<file path="config.mk">
export PLATFORM = sky130hd
export DESIGN_NAME = mem_arbiter_flat
export DESIGN_NICKNAME = d
export VERILOG_FILES = /design/src/rtl/mem_arb_pkg.sv /design/src/rtl/mem_arb_if.sv /design/src/rtl/mem_arb_pick.sv /design/src/rtl/mem_arbiter.sv /design/src/flat_wrapper.sv
export SDC_FILE = /design/constraint.sdc
export NUM_CORES = 1
export LEC_CHECK = 0
export CORE_ASPECT_RATIO = 0.6
export CORE_MARGIN = 2
export CORE_UTILIZATION = 36
export DETAILED_ROUTE_END_ITERATION = 10
export GPL_TIMING_DRIVEN = 0
export PLACE_DENSITY = 0.76
export SLEW_MARGIN = 20
export SYNTH_ARGS = -nofsm -noshare
export SYNTH_HDL_FRONTEND = slang
export SYNTH_SLANG_ARGS = --single-unit
</file>
<file path="constraint.sdc">
create_clock -name clk -period 1.1 [get_ports clk]
set_input_delay 0.165 -clock clk [delete_from_list [all_inputs] [get_ports clk]]
set_output_delay 0.165 -clock clk [all_outputs]
set_load 0.05 [all_outputs]
</file>
<file path="src/rtl/mem_arb_pkg.sv">
// Shared definitions for the two-port data-memory arbiter.
// Latency: n/a (constants and types only).
// Backpressure: n/a.
// Contents: default address/data widths, FSM state encoding, port index constants.
package mem_arb_pkg;

   localparam int AW_DEF = 8;    // mem depth 2**AW_DEF
   localparam int DW_DEF = 16;

   localparam logic PORT0 = 1'b0;   // fetch stage
   localparam logic PORT1 = 1'b1;   // load/store stage

   typedef enum logic {
      ST_IDLE   = 1'b0,
      ST_ACCESS = 1'b1
   } state_t;

endpackage

</file>
<file path="src/rtl/mem_arb_if.sv">
// Bundle of the two requester ports plus the single-port memory side.
// Latency: n/a (wiring only).
// Backpressure: a requester holds reqN and its payload until gntN pulses.
// Modports: slave = arbiter view, master = requesters + memory view.
interface mem_arb_if
   import mem_arb_pkg::*;
#(
   parameter int AW = AW_DEF,
   parameter int DW = DW_DEF
);
   logic          req0, req1;
   logic          we0, we1;
   logic [AW-1:0] addr0, addr1;
   logic [DW-1:0] din0, din1;
   logic          gnt0, gnt1;
   logic          rvalid0, rvalid1;
   logic [DW-1:0] rdata0, rdata1;
   logic [AW-1:0] mem_addr;
   logic [DW-1:0] mem_din;
   logic          mem_we;
   logic [DW-1:0] mem_dout;

   modport slave (
      input  req0, req1, we0, we1, addr0, addr1, din0, din1, mem_dout,
      output gnt0, gnt1, rvalid0, rvalid1, rdata0, rdata1, mem_addr, mem_din, mem_we
   );

   modport master (
      output req0, req1, we0, we1, addr0, addr1, din0, din1, mem_dout,
      input  gnt0, gnt1, rvalid0, rvalid1, rdata0, rdata1, mem_addr, mem_din, mem_we
   );
endinterface

</file>
<file path="src/rtl/mem_arb_pick.sv">
// Winner select between the two requesters (MEM_ARB_RR_EN: round-robin ties, else port 0 wins).
// Latency: combinational.
// Backpressure: none; the caller only acts on sel_o when any_o is high.
// Ports: req0_i/req1_i requests, last_i port granted last, sel_o winning port, any_o request present.
module mem_arb_pick
   import mem_arb_pkg::*;
(
   input  logic req0_i,
   input  logic req1_i,
   input  logic last_i,
   output logic sel_o,
   output logic any_o
);

   assign any_o = req0_i | req1_i;

`ifdef MEM_ARB_RR_EN
   // On a tie port 1 wins only if port 0 was the most recent winner.
   assign sel_o = req1_i & (~req0_i | (last_i == PORT0));
`else
   // Fixed priority: port 1 is picked only when port 0 is silent.
   logic unused_last;
   assign unused_last = last_i;
   assign sel_o = req1_i & ~req0_i;
`endif

endmodule

</file>
<file path="src/rtl/mem_arbiter.sv">
// Sequences two requesters onto one single-port memory (macro MEM_ARB_RR_EN selects round-robin ties).
// Latency: gnt and mem access 1 clk after req is sampled in IDLE; read data valid 1 clk after that.
// Backpressure: one access per 2 clk; a losing requester keeps req high and is re-arbitrated next IDLE.
// Ports: clk, rst (sync, active-high), bus (mem_arb_if.slave: requester ports and mem side).
module mem_arbiter
   import mem_arb_pkg::*;
#(
   parameter int AW = AW_DEF,
   parameter int DW = DW_DEF
)(
   input  logic     clk,
   input  logic     rst,
   mem_arb_if.slave bus
);

   state_t        state_q, state_d;
   logic          gnt0_q, gnt0_d, gnt1_q, gnt1_d;
   logic          mem_we_q, mem_we_d;
   logic [AW-1:0] mem_addr_q, mem_addr_d;
   logic [DW-1:0] mem_din_q, mem_din_d;
   logic          port_q, port_d;     // port owning the current access
   logic          rd_q, rd_d;         // current access is a read
   logic          rvalid0_q, rvalid0_d, rvalid1_q, rvalid1_d;
   logic [DW-1:0] rdata0_q, rdata0_d, rdata1_q, rdata1_d;
   logic          last_w, sel_w, any_w;

`ifdef MEM_ARB_RR_EN
   logic last_q, last_d;

   // Pointer starts at port 1 so port 0 takes the first tie after reset.
   always_ff @(posedge clk) begin
      if (rst) last_q <= PORT1;
      else     last_q <= last_d;
   end

   always_comb begin
      last_d = last_q;
      if (state_q == ST_IDLE && any_w) last_d = sel_w;
   end

   assign last_w = last_q;
`else
   assign last_w = PORT1;
`endif

   mem_arb_pick u_pick (
      .req0_i (bus.req0),
      .req1_i (bus.req1),
      .last_i (last_w),
      .sel_o  (sel_w),
      .any_o  (any_w)
   );

   always_comb begin
      state_d    = state_q;
      gnt0_d     = 1'b0;
      gnt1_d     = 1'b0;
      mem_we_d   = 1'b0;
      mem_addr_d = mem_addr_q;
      mem_din_d  = mem_din_q;
      port_d     = port_q;
      rd_d       = 1'b0;
      rvalid0_d  = 1'b0;
      rvalid1_d  = 1'b0;
      rdata0_d   = rdata0_q;
      rdata1_d   = rdata1_q;
      case (state_q)
         ST_IDLE: begin
            if (any_w) begin
               state_d = ST_ACCESS;
               port_d  = sel_w;
               if (sel_w == PORT1) begin
                  mem_addr_d = bus.addr1;
                  mem_din_d  = bus.din1;
                  mem_we_d   = bus.we1;
                  rd_d       = ~bus.we1;
                  gnt1_d     = 1'b1;
               end else begin
                  mem_addr_d = bus.addr0;
                  mem_din_d  = bus.din0;
                  mem_we_d   = bus.we0;
                  rd_d       = ~bus.we0;
                  gnt0_d     = 1'b1;
               end
            end
         end
         ST_ACCESS: begin
            // mem_dout is a combinational read of the registered address, so it is valid now.
            state_d = ST_IDLE;
            if (rd_q) begin
               if (port_q == PORT1) begin
                  rdata1_d  = bus.mem_dout;
                  rvalid1_d = 1'b1;
               end else begin
                  rdata0_d  = bus.mem_dout;
                  rvalid0_d = 1'b1;
               end
            end
         end
         default: state_d = ST_IDLE;
      endcase
   end

   always_ff @(posedge clk) begin
      if (rst) begin
         state_q    <= ST_IDLE;
         gnt0_q     <= 1'b0;
         gnt1_q     <= 1'b0;
         mem_we_q   <= 1'b0;
         mem_addr_q <= '0;
         mem_din_q  <= '0;
         port_q     <= PORT0;
         rd_q       <= 1'b0;
         rvalid0_q  <= 1'b0;
         rvalid1_q  <= 1'b0;
         rdata0_q   <= '0;
         rdata1_q   <= '0;
      end else begin
         state_q    <= state_d;
         gnt0_q     <= gnt0_d;
         gnt1_q     <= gnt1_d;
         mem_we_q   <= mem_we_d;
         mem_addr_q <= mem_addr_d;
         mem_din_q  <= mem_din_d;
         port_q     <= port_d;
         rd_q       <= rd_d;
         rvalid0_q  <= rvalid0_d;
         rvalid1_q  <= rvalid1_d;
         rdata0_q   <= rdata0_d;
         rdata1_q   <= rdata1_d;
      end
   end

   assign bus.gnt0     = gnt0_q;
   assign bus.gnt1     = gnt1_q;
   assign bus.mem_we   = mem_we_q;
   assign bus.mem_addr = mem_addr_q;
   assign bus.mem_din  = mem_din_q;
   assign bus.rvalid0  = rvalid0_q;
   assign bus.rvalid1  = rvalid1_q;
   assign bus.rdata0   = rdata0_q;
   assign bus.rdata1   = rdata1_q;

endmodule

</file>
<file path="src/flat_wrapper.sv">
// flat-port wrapper written by rule: the top's interface ports become plain ports
module mem_arbiter_flat import mem_arb_pkg::*;
#(
   parameter int AW = AW_DEF,
   parameter int DW = DW_DEF
)
  (clk, rst, bus_req0, bus_req1, bus_we0, bus_we1, bus_addr0, bus_addr1, bus_din0, bus_din1, bus_mem_dout, bus_gnt0, bus_gnt1, bus_rvalid0, bus_rvalid1, bus_rdata0, bus_rdata1, bus_mem_addr, bus_mem_din, bus_mem_we);
  mem_arb_if #(.AW(AW), .DW(DW)) bus_i ();
  input  logic clk;
  input  logic rst;
  input wire logic [$bits(bus_i.req0)-1:0] bus_req0;
  input wire logic [$bits(bus_i.req1)-1:0] bus_req1;
  input wire logic [$bits(bus_i.we0)-1:0] bus_we0;
  input wire logic [$bits(bus_i.we1)-1:0] bus_we1;
  input wire logic [$bits(bus_i.addr0)-1:0] bus_addr0;
  input wire logic [$bits(bus_i.addr1)-1:0] bus_addr1;
  input wire logic [$bits(bus_i.din0)-1:0] bus_din0;
  input wire logic [$bits(bus_i.din1)-1:0] bus_din1;
  input wire logic [$bits(bus_i.mem_dout)-1:0] bus_mem_dout;
  output wire logic [$bits(bus_i.gnt0)-1:0] bus_gnt0;
  output wire logic [$bits(bus_i.gnt1)-1:0] bus_gnt1;
  output wire logic [$bits(bus_i.rvalid0)-1:0] bus_rvalid0;
  output wire logic [$bits(bus_i.rvalid1)-1:0] bus_rvalid1;
  output wire logic [$bits(bus_i.rdata0)-1:0] bus_rdata0;
  output wire logic [$bits(bus_i.rdata1)-1:0] bus_rdata1;
  output wire logic [$bits(bus_i.mem_addr)-1:0] bus_mem_addr;
  output wire logic [$bits(bus_i.mem_din)-1:0] bus_mem_din;
  output wire logic [$bits(bus_i.mem_we)-1:0] bus_mem_we;
  assign bus_i.req0 = bus_req0;
  assign bus_i.req1 = bus_req1;
  assign bus_i.we0 = bus_we0;
  assign bus_i.we1 = bus_we1;
  assign bus_i.addr0 = bus_addr0;
  assign bus_i.addr1 = bus_addr1;
  assign bus_i.din0 = bus_din0;
  assign bus_i.din1 = bus_din1;
  assign bus_i.mem_dout = bus_mem_dout;
  assign bus_gnt0 = bus_i.gnt0;
  assign bus_gnt1 = bus_i.gnt1;
  assign bus_rvalid0 = bus_i.rvalid0;
  assign bus_rvalid1 = bus_i.rvalid1;
  assign bus_rdata0 = bus_i.rdata0;
  assign bus_rdata1 = bus_i.rdata1;
  assign bus_mem_addr = bus_i.mem_addr;
  assign bus_mem_din = bus_i.mem_din;
  assign bus_mem_we = bus_i.mem_we;
  mem_arbiter #(.AW(AW), .DW(DW)) u_core (.clk(clk), .rst(rst), .bus(bus_i));
endmodule
</file>
Word level (Yosys, flattened, before mapping). Cells that the tools add are included.

Mux-type cells: 10. Bitwise gates (word level): 9. Reduce and logical (&&, ||, !) cells: 5.

Operator list (count): $mux W16 (1); $mux W8 (1); $mux W1 (7); $not A1 Y1 (7); $reduce_and A3 Y1 (2); $reduce_or A3 Y1 (2); $pmux W1 S2 (1); $reduce_and A2 Y1 (1); $and A1 B1 Y1 (1); $or A1 B1 Y1 (1).

Register bits after elaboration: 64. Input port bits: 70.

Logic depth before layout (Yosys ltp). Gate-level depths: netlist of the first run.

Word-level depth: 3. Depth in mapped cells: 6. Mapped depth without buffers: 3.

Cells and area by module. From an unflattened synthesis of the first run, not the netlist that was laid out.

Cells, all modules: 273. Area, all modules: 2571.2 um2.

By module, submodules not included: mem_arbiter (instances 1, cells an instance 271, area each 2558.7 um2, sequential area each 1281.2 um2); mem_arb_pick (instances 1, cells an instance 2, area each 12.5 um2, sequential area each 0.0 um2).

Worst setup path before layout of the first run. Ideal clock, no wire load.

Kind: reg-to-reg. From: register u_core.state_q. To: register u_core.mem_din_q[9] (netlist: u_core.bus.mem_din[9]). Setup time: 89 ps. Arrival: 1127 ps. Setup slack: -116 ps. Stages on the path, launching flop included: 7. Path buffers: 3. Path through: dfxtp_1 > buf_6 > o21ba_4 > buf_6 > buf_8 > nor2_2 > a311oi_2.

Cells in the longest elaborated chain, start to end: 2.

RTL lines: from (decl) (RTL line mem_arbiter.sv:16) `state_t state_q, state_d;`; from (signal assigned) (RTL line mem_arbiter.sv:119) `state_q <= state_d;`; $not A1 Y1; $reduce_and A2 Y1 (no source line); to (signal assigned) (RTL line mem_arbiter.sv:124) `mem_din_q <= mem_din_d;`; to (decl) (RTL line mem_arbiter.sv:20) `logic [DW-1:0] mem_din_q, mem_din_d;`.

No other way between the ends. A chain may end at the register's enable or synchronous reset.

Final worst setup path of the first run.
From: register u_core.state_q. To: register u_core.mem_addr_q[2] (netlist: u_core.bus.mem_addr[2]).

Cells in the longest elaborated chain, start to end: 2.

RTL lines: $not A1 Y1; $reduce_and A2 Y1 (no source line); to (signal assigned) (RTL line mem_arbiter.sv:123) `mem_addr_q <= mem_addr_d;`; to (decl) (RTL line mem_arbiter.sv:19) `logic [AW-1:0] mem_addr_q, mem_addr_d;`.

No other way between the ends.

==> results of run 1 <==
-- kinds of logic (layout without fill, tap and decap cells) --
kind of cell / after synthesis / after routing / synth area share (%)
simple gates: 149 / 149 / 24.1
compound gates: 60 / 60 / 19.4
mux: 1 / 1 / 0.384
buf+inv: 27 / 186 / 6.92
flops: 64 / 64 / 49.2
-- sequential cells by signal (all words and copies together), names as in the netlist --
name                 count
u_core.bus.mem_din      16
u_core.bus.rdata0       16
u_core.bus.rdata1       16
u_core.bus.mem_addr      8
u_core.bus.gnt0          1
u_core.bus.gnt1          1
u_core.bus.mem_we        1
u_core.bus.rvalid0       1
u_core.bus.rvalid1       1
u_core.port_q            1
u_core.rd_q              1
u_core.state_q           1
-- final timing paths --
kind | startpoint | endpoint | slack (ns) | depth (start not counted)
max | u_core.state_q | u_core.bus.mem_addr[2] | -0.1 | 5
min | rst | u_core.bus.mem_din[15] | 0.32 | 3
max reg2reg | u_core.state_q | u_core.bus.mem_addr[2] | -0.1 | 5
min reg2reg | u_core.bus.rdata1[2] | u_core.bus.rdata1[2] | 0.45 | 2
-- cell usage after synthesis, types with 2 or more instances --
library cell	instances	area [um2]
a311oi_1	6	52.6
buf_4	7	52.6
nand2b_1	3	18.8
a21oi_1	33	165
dfxtp_1	64	1280
inv_1	2	7.51
nor2b_1	2	12.5
buf_2	8	40.0
a32oi_1	2	17.5
nor2_2	16	100
a311oi_2	16	240
clkbuf_1	6	22.5
nor2_1	10	37.5
buf_6	2	22.5
nand2_1	112	420
-- worst max-delay path, stage by stage, from the launching register on --
cell,delay [ns]
dfxtp_4,0.36
o21ba_4,0.25
buf_12,0.14
buf_8,0.11
nor2_4,0.03
a311oi_2,0.22
-- through the flow --
step	utilization [%]	cells	power (uW)	hold slack, ns
after floorplan	-	301	3330	0.265
after global placement	58.5	517	3880	0.441
after detailed placement	58.5	517	3890	0.447
after CTS	63.6	544	6520	0.277
after global routing	66.8	547	6790	0.326
final	66.8	547	6550	0.320
-- power groups by stage --
stage	Clock (uW)	Combinational, uW	Sequential (uW)
3_5_place_dp	0	1340	2550
2_1_floorplan	0	407	2920
3_3_place_gp	0	1330	2550
6_report	2580	1460	2510
5_1_grt	2740	1530	2520
4_1_cts	2640	1370	2510
-- per-layer routing --
layer  track usage (%)  share of wire [%]
met3              7.20                6.8
met5                 0                  0
met1              28.6                 47
met2              32.6                 44
met4              8.94                1.8
-- area by class of cell --
cell class	count	share of cell area (%)
Clock inverter	6	0.766
Multi-Input combinational cell	210	28.2
Timing Repair Buffer	146	30.4
Tap cell	87	2.38
Buffer	22	4.62
Inverter	2	0.164
Clock buffer	10	5.22
Sequential cell	64	28.3
-- timing repair --
action                     4_1_cts  5_1_grt
hold buffers                     0        0
gates cloned                     4        2
pin swaps                        4       12
resized for setup              385       60
setup buffers                    7        4
hold endpoints to repair         0        0
setup endpoints to repair      111       75
==> impl_metrics.yaml, run 1 <==
timing:
  setup_repair_after_global_routing_missed_its_margin: "true"
  finalWorstPathRequiredPeriod_ns: 1.20
  worst-slew-pin-transition_ns: 0.778
  postLayoutSetupSlackWorst_ns: -0.0994
  timing_max_transition_violations_final: 0
  timing.clock.skew_ns: 0.00325
  worst_slew_margin_rel_pct: 48.1
  timing.fmax_mhz: 834
  hold_viol: 0
  totalNegativeSetupSlack_ns: -1.96
  final-setup-viol-count: 32
  min_period_over_period_pct: 109
pwr:
  power.share.clock_pct: 39.4
  seq_power_share_pct: 38.3
  switching_share_pct: 29.0
  power_report.internal_total_uw: 4650
  power.net_switching_uw: 1900
  vdd.ir_drop.worst_v: 0.000915
  share_comb_of_total_power_pct: 22.3
  static-leakage-power_uw: 0.00185
  p_per_area_nw_per_um2: 1430
route:
  drc: 0
  route.detailed.wl_per_inst_um: 16.0
  first_iter_violations: 114
  detailedRoute.firstPassIterationCount: 4
  routed_wire_length_mm: 8.75
  antenna_violating_nets_remaining: 0
  num_vias: 2677
  routed_via_density: 4.89
layout:
  final-seq-area_um2: 1290
  multiInputGateArea_um2: 1290
  mostFrequentLayoutCells: "100 x nand2_1, 66 x clkdlybuf4s50_1, 61 x dfxtp_1, 58 x buf_4, 19 x a311oi_2"
  area_growth_syn_to_layout_pct: 75.7
  finalInstanceArea_um2: 4570
  antenna_diode_count: 0
  fillers: 563
  nets: 525
  layout_commonest_cell: "nand2_1"
  post_route_cells_drive_above_1_share_pct: 39.6
die:
  number_of_placement_rows: 23
  initial_util_pct: 38.0
  coreArea_um2: 6850
  die_x_um: 114
  top_level_port_count: 131
  floorplan.die.height_um: 69.9
  dieArea_um2: 7950
placement:
  placedInstanceArea_um2: 4010
  port_buffer_count: 129
  global_placer_s_final_weighted_congestion: 0.755
  dp_slack_ns: -0.633
  dp.final_hpwl_mm: 6.03
synth:
  mappedNetlistArea_um2: 2600
  postSynthAreaPerCell_um2: 8.65
  yosys_register_bits: 64
  synth_warnings: 0
  mappedNetlistNets: 371
  synth_edf_count: 0
  postSynth.asyncResetShare_pct: 0
  post_synth_num_cell_types: 27
  syn-instance-count: 301
  ys.flop_type: "dfxtp_1"
  ys_seq_area_share_pct: 49.2
global_routing:
  groute.usage.overall_pct: 21.7
  grt_first_pass_wirelength_mm: 13.2
  first_global_vias: 2602
  overflow: 0
  grt_start_max_net_pins: 12
  grt_antenna_before_repair: 0
min_path:
  timing.hold.worst.class: "primary input to flip-flop"
worst_setup_path:
  critical_path_arrival_ns: 1.44
  critPathMaxFanout: 7
  crit_path_end_kind: "flip-flop"
  worstSetupPathType: "flip-flop to flip-flop"
  worstSetupStartpointType: "flip-flop"
  required_time_at_the_endpoint_of_the_critical_path_ns: 1.34
clocking:
  clock_sink_count: 64
  worst_skew_pair.late_latency_ns: 0.33
  clk_pin_slew_ns: 0.05
  cts_max_level: 3
  cts_root_buf: "clkbuf_16"
  tritoncts_clock_tree: "built"
  cts-root-to-sink-buffers: 2
  tritoncts.num_buffers: 9
status:
  status: "finished, violations left"
  failed_checks: "negative setup slack"
run:
  cap_violations: 0
(Power assumes the default switching activity.)
==> inputs of run 2 (changes only) <==
GPL_TIMING_DRIVEN = default   (was 0)
SLEW_MARGIN = default   (was 20)
==> run 2 against run 1 <==
The run still ends with negative setup slack left. Non-clock buffer count shrank 13. Global-route usage grew 0.74 points. Maximum frequency grew 4.3%. Flip-flop and latch count is the same. Final cell count shrank 2.4%. Combinational power grew 12%. Core utilization grew 8.0 points. Critical path depth is the same. Cell area grew 12%. Critical path type unchanged. Critical endpoint is now u_core.bus.rdata0[4]. Highest routed layer unchanged.
==> impl_metrics.yaml, run 2 (same netlist as run 1, synthesis figures left out) <==
status:
  status: "finished, violations left"
  failed_checks: "negative setup slack"
timing:
  setup_repair_after_global_routing_missed_its_margin: "true"
  final-setup-viol-count: 33
  min_period_over_period_pct: 105
  timing_max_transition_violations_final: 0
  finalWorstPathRequiredPeriod_ns: 1.15
  postLayoutSetupSlackWorst_ns: -0.0500
  hold_viol: 0
  worst_slew_margin_rel_pct: 74.2
  worst-slew-pin-transition_ns: 0.386
  timing.clock.skew_ns: 0.00376
  totalNegativeSetupSlack_ns: -0.613
  timing.fmax_mhz: 870
placement:
  dp.final_hpwl_mm: 6.15
  port_buffer_count: 130
  global_placer_s_final_weighted_congestion: 0.742
  post-place-cells: 513
run:
  cap_violations: 0
die:
  initial_util_pct: 38.0
  top_level_port_count: 131
  die_x_um: 114
  coreArea_um2: 6850
  number_of_placement_rows: 23
  floorplan.die.height_um: 69.9
  dieArea_um2: 7950
route:
  detailedRoute.firstPassIterationCount: 4
  drc: 0
  num_vias: 2664
  first_iter_violations: 150
  route.detailed.wl_per_inst_um: 16.3
  routed_wire_length_mm: 8.72
  antenna_violating_nets_remaining: 0
  routed_via_density: 4.99
worst_setup_path:
  r2r_setup_slack_ns: -0.05
  critPathSlowestCell: "dfxtp_2"
  timing.critical_path.max_delay_family: "flip-flops"
  required_time_at_the_endpoint_of_the_critical_path_ns: 1.36
  critical_path_arrival_ns: 1.41
  worst_path_largest_cell_delay_ns: 0.33
  crit_path_end_kind: "flip-flop"
  critPathBufInv: 2
  critPathMaxFanout: 16
  worstSetupPathType: "flip-flop to flip-flop"
  worstSetupStartpointType: "flip-flop"
  critical_path.cell_chain: "buf_4 -> and3b_1 -> buf_12 -> nand2_1 -> a21oi_1"
layout:
  fillers: 465
  area_growth_syn_to_layout_pct: 96.8
  antenna_diode_count: 0
  nets: 512
  post_route_cells_drive_above_1_share_pct: 34.0
  layout_commonest_cell: "nand2_1"
  fin_cells: 534
  mostFrequentLayoutCells: "112 x nand2_1, 66 x clkdlybuf4s50_1, 66 x buf_12, 60 x dfxtp_1, 30 x a21oi_1"
global_routing:
  overflow: 0
  grt_start_max_net_pins: 35
  groute.usage.overall_pct: 22.4
  grt_antenna_before_repair: 0
  first_global_vias: 2701
  grt_first_pass_wirelength_mm: 13.6
pwr:
  power.share.clock_pct: 42.7
  static-leakage-power_uw: 0.00195
  seq_power_share_pct: 35.1
  power.net_switching_uw: 1980
  share_comb_of_total_power_pct: 22.2
  p_per_area_nw_per_um2: 1430
  vdd.ir_drop.worst_v: 0.000874
  switching_share_pct: 27.1
  power_report.internal_total_uw: 5340
clocking:
  cts_root_buf: "clkbuf_16"
  clk_pin_slew_ns: 0.06
  clock_sink_count: 64
  tritoncts_clock_tree: "built"
  cts-root-to-sink-buffers: 2
  cts_max_level: 3
  tritoncts.num_buffers: 9
  worst_skew_pair.late_latency_ns: 0.34
min_path:
  timing.hold.worst.class: "primary input to flip-flop"
[run 2: power by group through the flow]
stage	Clock [uW]	Sequential, uW	Combinational, uW
floorplan	0	2920	407
global placement	0	2610	1540
detailed placement	0	2620	1560
CTS	3180	2570	1610
global route	3310	2590	1700
finish	3130	2570	1630
[run 2: metal layers]
layer  wire, um  up-vias  part of all wire, %  GRT usage, %
li1           -     1293                    -             -
met4        202        0                  2.3          9.49
met1       3680     1249                   42          25.3
met3        647       21                  7.4          9.29
met2       4200      101                   48          37.5
met5          0        -                    0             0
[run 2: cell type report]
cell class	instances	area, um2	area share, %
tap	87	109	2.12
multi-input combinational	210	1200	23.3
sequential	64	1290	25.1
inverter	2	7.51	0.147
clock buffer	10	239	4.66
clock inverter	6	92.6	1.81
timing repair buffer	155	2190	42.8
[run 2: through the flow]
stage	utilization, %	total power [uW]	instance area (um2)	setup slack [ns]	hold WS (ns)
after floorplan	-	3330	2610	-0.0644	0.265
after global placement	68.1	4150	4660	-0.460	0.480
after detailed placement	68.1	4180	4660	-0.544	0.484
after CTS	73.7	7360	5050	-0.0524	0.193
after global routing	74.8	7600	5120	-0.0979	0.225
final	74.8	7330	5120	-0.0500	0.216
[run 2: repair_timing]
action                     4_1_cts  5_1_grt
pin swaps                        4        2
gates cloned                     1        1
setup endpoints to repair       37       58
hold buffers                     0        0
gates resized for setup          8       20
buffers inserted                 2        1
[run 2: path summary, 6_finish.rpt]
kind,cells after the start,start,to
setup / recovery,5,u_core.state_q,u_core.bus.rdata0[4]
hold / removal,3,rst,u_core.bus.gnt0
setup reg to reg,5,u_core.state_q,u_core.bus.rdata0[4]
hold reg to reg,2,u_core.bus.rdata0[5],u_core.bus.rdata0[5]
[run 2: worst min-delay path: stages]
cell    delay [ns]
buf_2         0.15
nor2_4        0.04
and2_1        0.14
==> inputs of run 3 (changes only) <==
TNS_END_PERCENT = 5   (was default)
==> run 3 against run 2 <==
The flow still finishes with violations (negative setup slack). Critical path depth fell by 1. Flip-flop and latch count unchanged. Combinational power is essentially flat. Cell area barely moved. Global-route usage hardly changed. Non-clock buffer count is 2 lower. First-iteration DRC count fell by 13%. Total power grew 1.0%. Wire length is 0.96% lower. Final cell count fell by 0.37%. Clock-buffer cell count is the same. Worst setup slack worse by 0.027 ns. Critical endpoint is now u_core.bus.mem_din[0]. Largest power group unchanged.
==> impl_metrics.yaml, run 3 (same netlist as run 1, synthesis figures left out) <==
die:
  initial_util_pct: 38.0
  coreArea_um2: 6850
  number_of_placement_rows: 23
  floorplan.die.height_um: 69.9
  dieArea_um2: 7950
  top_level_port_count: 131
  die_x_um: 114
route:
  route.detailed.wl_per_inst_um: 16.2
  routed_via_density: 4.98
  antenna_violating_nets_remaining: 0
  detailedRoute.firstPassIterationCount: 4
  routed_wire_length_mm: 8.64
  first_iter_violations: 131
  drc: 0
  num_vias: 2647
clocking:
  clk_pin_slew_ns: 0.05
  worst_skew_pair.late_latency_ns: 0.33
  cts-root-to-sink-buffers: 2
  clock_sink_count: 64
  cts_root_buf: "clkbuf_16"
  cts_max_level: 3
  tritoncts_clock_tree: "built"
  tritoncts.num_buffers: 9
layout:
  area_growth_syn_to_layout_pct: 96.7
  mostFrequentLayoutCells: "110 x nand2_1, 68 x buf_12, 66 x clkdlybuf4s50_1, 63 x dfxtp_1, 25 x a21oi_1"
  antenna_diode_count: 0
  post_route_cells_drive_above_1_share_pct: 32.8
  layout_commonest_cell: "nand2_1"
  nets: 510
placement:
  port_buffer_count: 130
  global_placer_s_final_weighted_congestion: 0.762
  dp_slack_ns: -0.489
  dp.final_hpwl_mm: 6.07
pwr:
  power.share.clock_pct: 43.3
  p_per_area_nw_per_um2: 1440
  power.net_switching_uw: 1900
  seq_power_share_pct: 34.7
  vdd.ir_drop.worst_v: 0.00141
  power_report.internal_total_uw: 5500
  share_comb_of_total_power_pct: 22.0
  switching_share_pct: 25.7
  static-leakage-power_uw: 0.00195
worst_setup_path:
  crit_path_end_kind: "flip-flop"
  worstReg2RegStart: "u_core.state_q"
  required_time_at_the_endpoint_of_the_critical_path_ns: 1.33
  critPathBufInv: 1
  rr_endpoint: "u_core.bus.mem_din[0]"
  critical_path.cell_chain: "o21ba_4 -> buf_12 -> nor2_2 -> a311oi_2"
  r2r_setup_slack_ns: -0.08
  critical_path_arrival_ns: 1.41
  critPathSlowestCell: "dfxtp_2"
  critPathMaxFanout: 15
  worst_path_largest_cell_delay_ns: 0.34
  worstSetupPathType: "flip-flop to flip-flop"
  reg2reg_depth: 4
  timing.critical_path.max_delay_family: "compound AO/OA/AOI/OAI gates"
  worstSetupStartpointType: "flip-flop"
timing:
  setup_repair_after_global_routing_missed_its_margin: "true"
  min_period_over_period_pct: 107
  timing.clock.skew_ns: 0.00331
  finalWorstPathRequiredPeriod_ns: 1.18
  worst_slew_margin_rel_pct: 84.0
  final-setup-viol-count: 21
  postLayoutSetupSlackWorst_ns: -0.0766
  worst-slew-pin-transition_ns: 0.239
  totalNegativeSetupSlack_ns: -0.812
  timing.fmax_mhz: 850
  hold_viol: 0
  timing_max_transition_violations_final: 0
global_routing:
  grt_antenna_before_repair: 0
  grt_start_max_net_pins: 36
  first_global_vias: 2700
  grt_first_pass_wirelength_mm: 13.7
  groute.usage.overall_pct: 22.5
  overflow: 0
status:
  failed_checks: "negative setup slack"
  status: "finished, violations left"
min_path:
  timing.hold.worst.class: "primary input to flip-flop"
  worstHoldPathCells: 3
  whs_endpoint: "u_core.bus.gnt0"
  worst_hold_startpoint: "rst"
run:
  cap_violations: 0
## run 3: timing repair
item / 4_1_cts / 5_1_grt
hold endpoints to repair: 0 / 0
pin swaps: 4 / 8
buffers inserted: 1 / 1
cloned: 1 / 0
endpoints found under the setup margin: 31 / 53
hold buffers: 0 / 0
resized for setup: 7 / 13
## run 3: per-layer routing
layer  global-route usage (%)  share of wire, %  up-vias
met5                        0                 0        -
met4                     7.59               1.5        0
met3                     8.33               7.0       11
met2                     36.3                47       89
met1                     27.7                44     1264
li1                         -                 -     1283
## run 3: power groups by stage
stage	sequential, uW	combinational (uW)	clock (uW)
floorplan	2920	407	0
global placement	2610	1540	0
detailed placement	2610	1560	0
CTS	2570	1620	3250
global route	2580	1710	3360
finish	2570	1630	3200
## run 3: tightest hold or removal path: stages
cell and delay, ns:
buf_2 0.15, nor2_2 0.05, and2_1 0.14
## run 3: cell type report
class,instances,area (um2)
Multi-Input combinational cell,210,1190
Tap cell,87,109
Clock inverter,6,108
Inverter,2,7.51
Timing Repair Buffer,153,2200
Clock buffer,10,229
Fill cell,474,1730
Sequential cell,64,1280
## run 3: worst max-delay path by stage
stage / to / depth (start not counted) / startpoint / slack (ns)
finish: u_core.bus.mem_din[0] / 4 / u_core.state_q / -0.08
global route: u_core.bus.mem_din[0] / 4 / u_core.state_q / -0.12
global placement: u_core.bus.mem_din[2] / 5 / bus_req1 / -0.42
detailed placement: u_core.bus.mem_addr[1] / 5 / bus_req1 / -0.49
floorplan: u_core.bus.mem_din[9] / 6 / u_core.state_q / -0.06
CTS: u_core.bus.mem_din[0] / 4 / u_core.state_q / -0.08
## run 3: stage by stage
stage	hold slack (ns)	instance area (um2)	utilization [%]	total power (uW)	cells
after floorplan	0.265	2600	-	3330	301
after global placement	0.479	4670	68.2	4150	513
after detailed placement	0.483	4670	68.2	4180	513
after CTS	0.229	5070	74.0	7440	531
after global routing	0.240	5120	74.8	7650	532
final	0.237	5120	74.8	7400	532
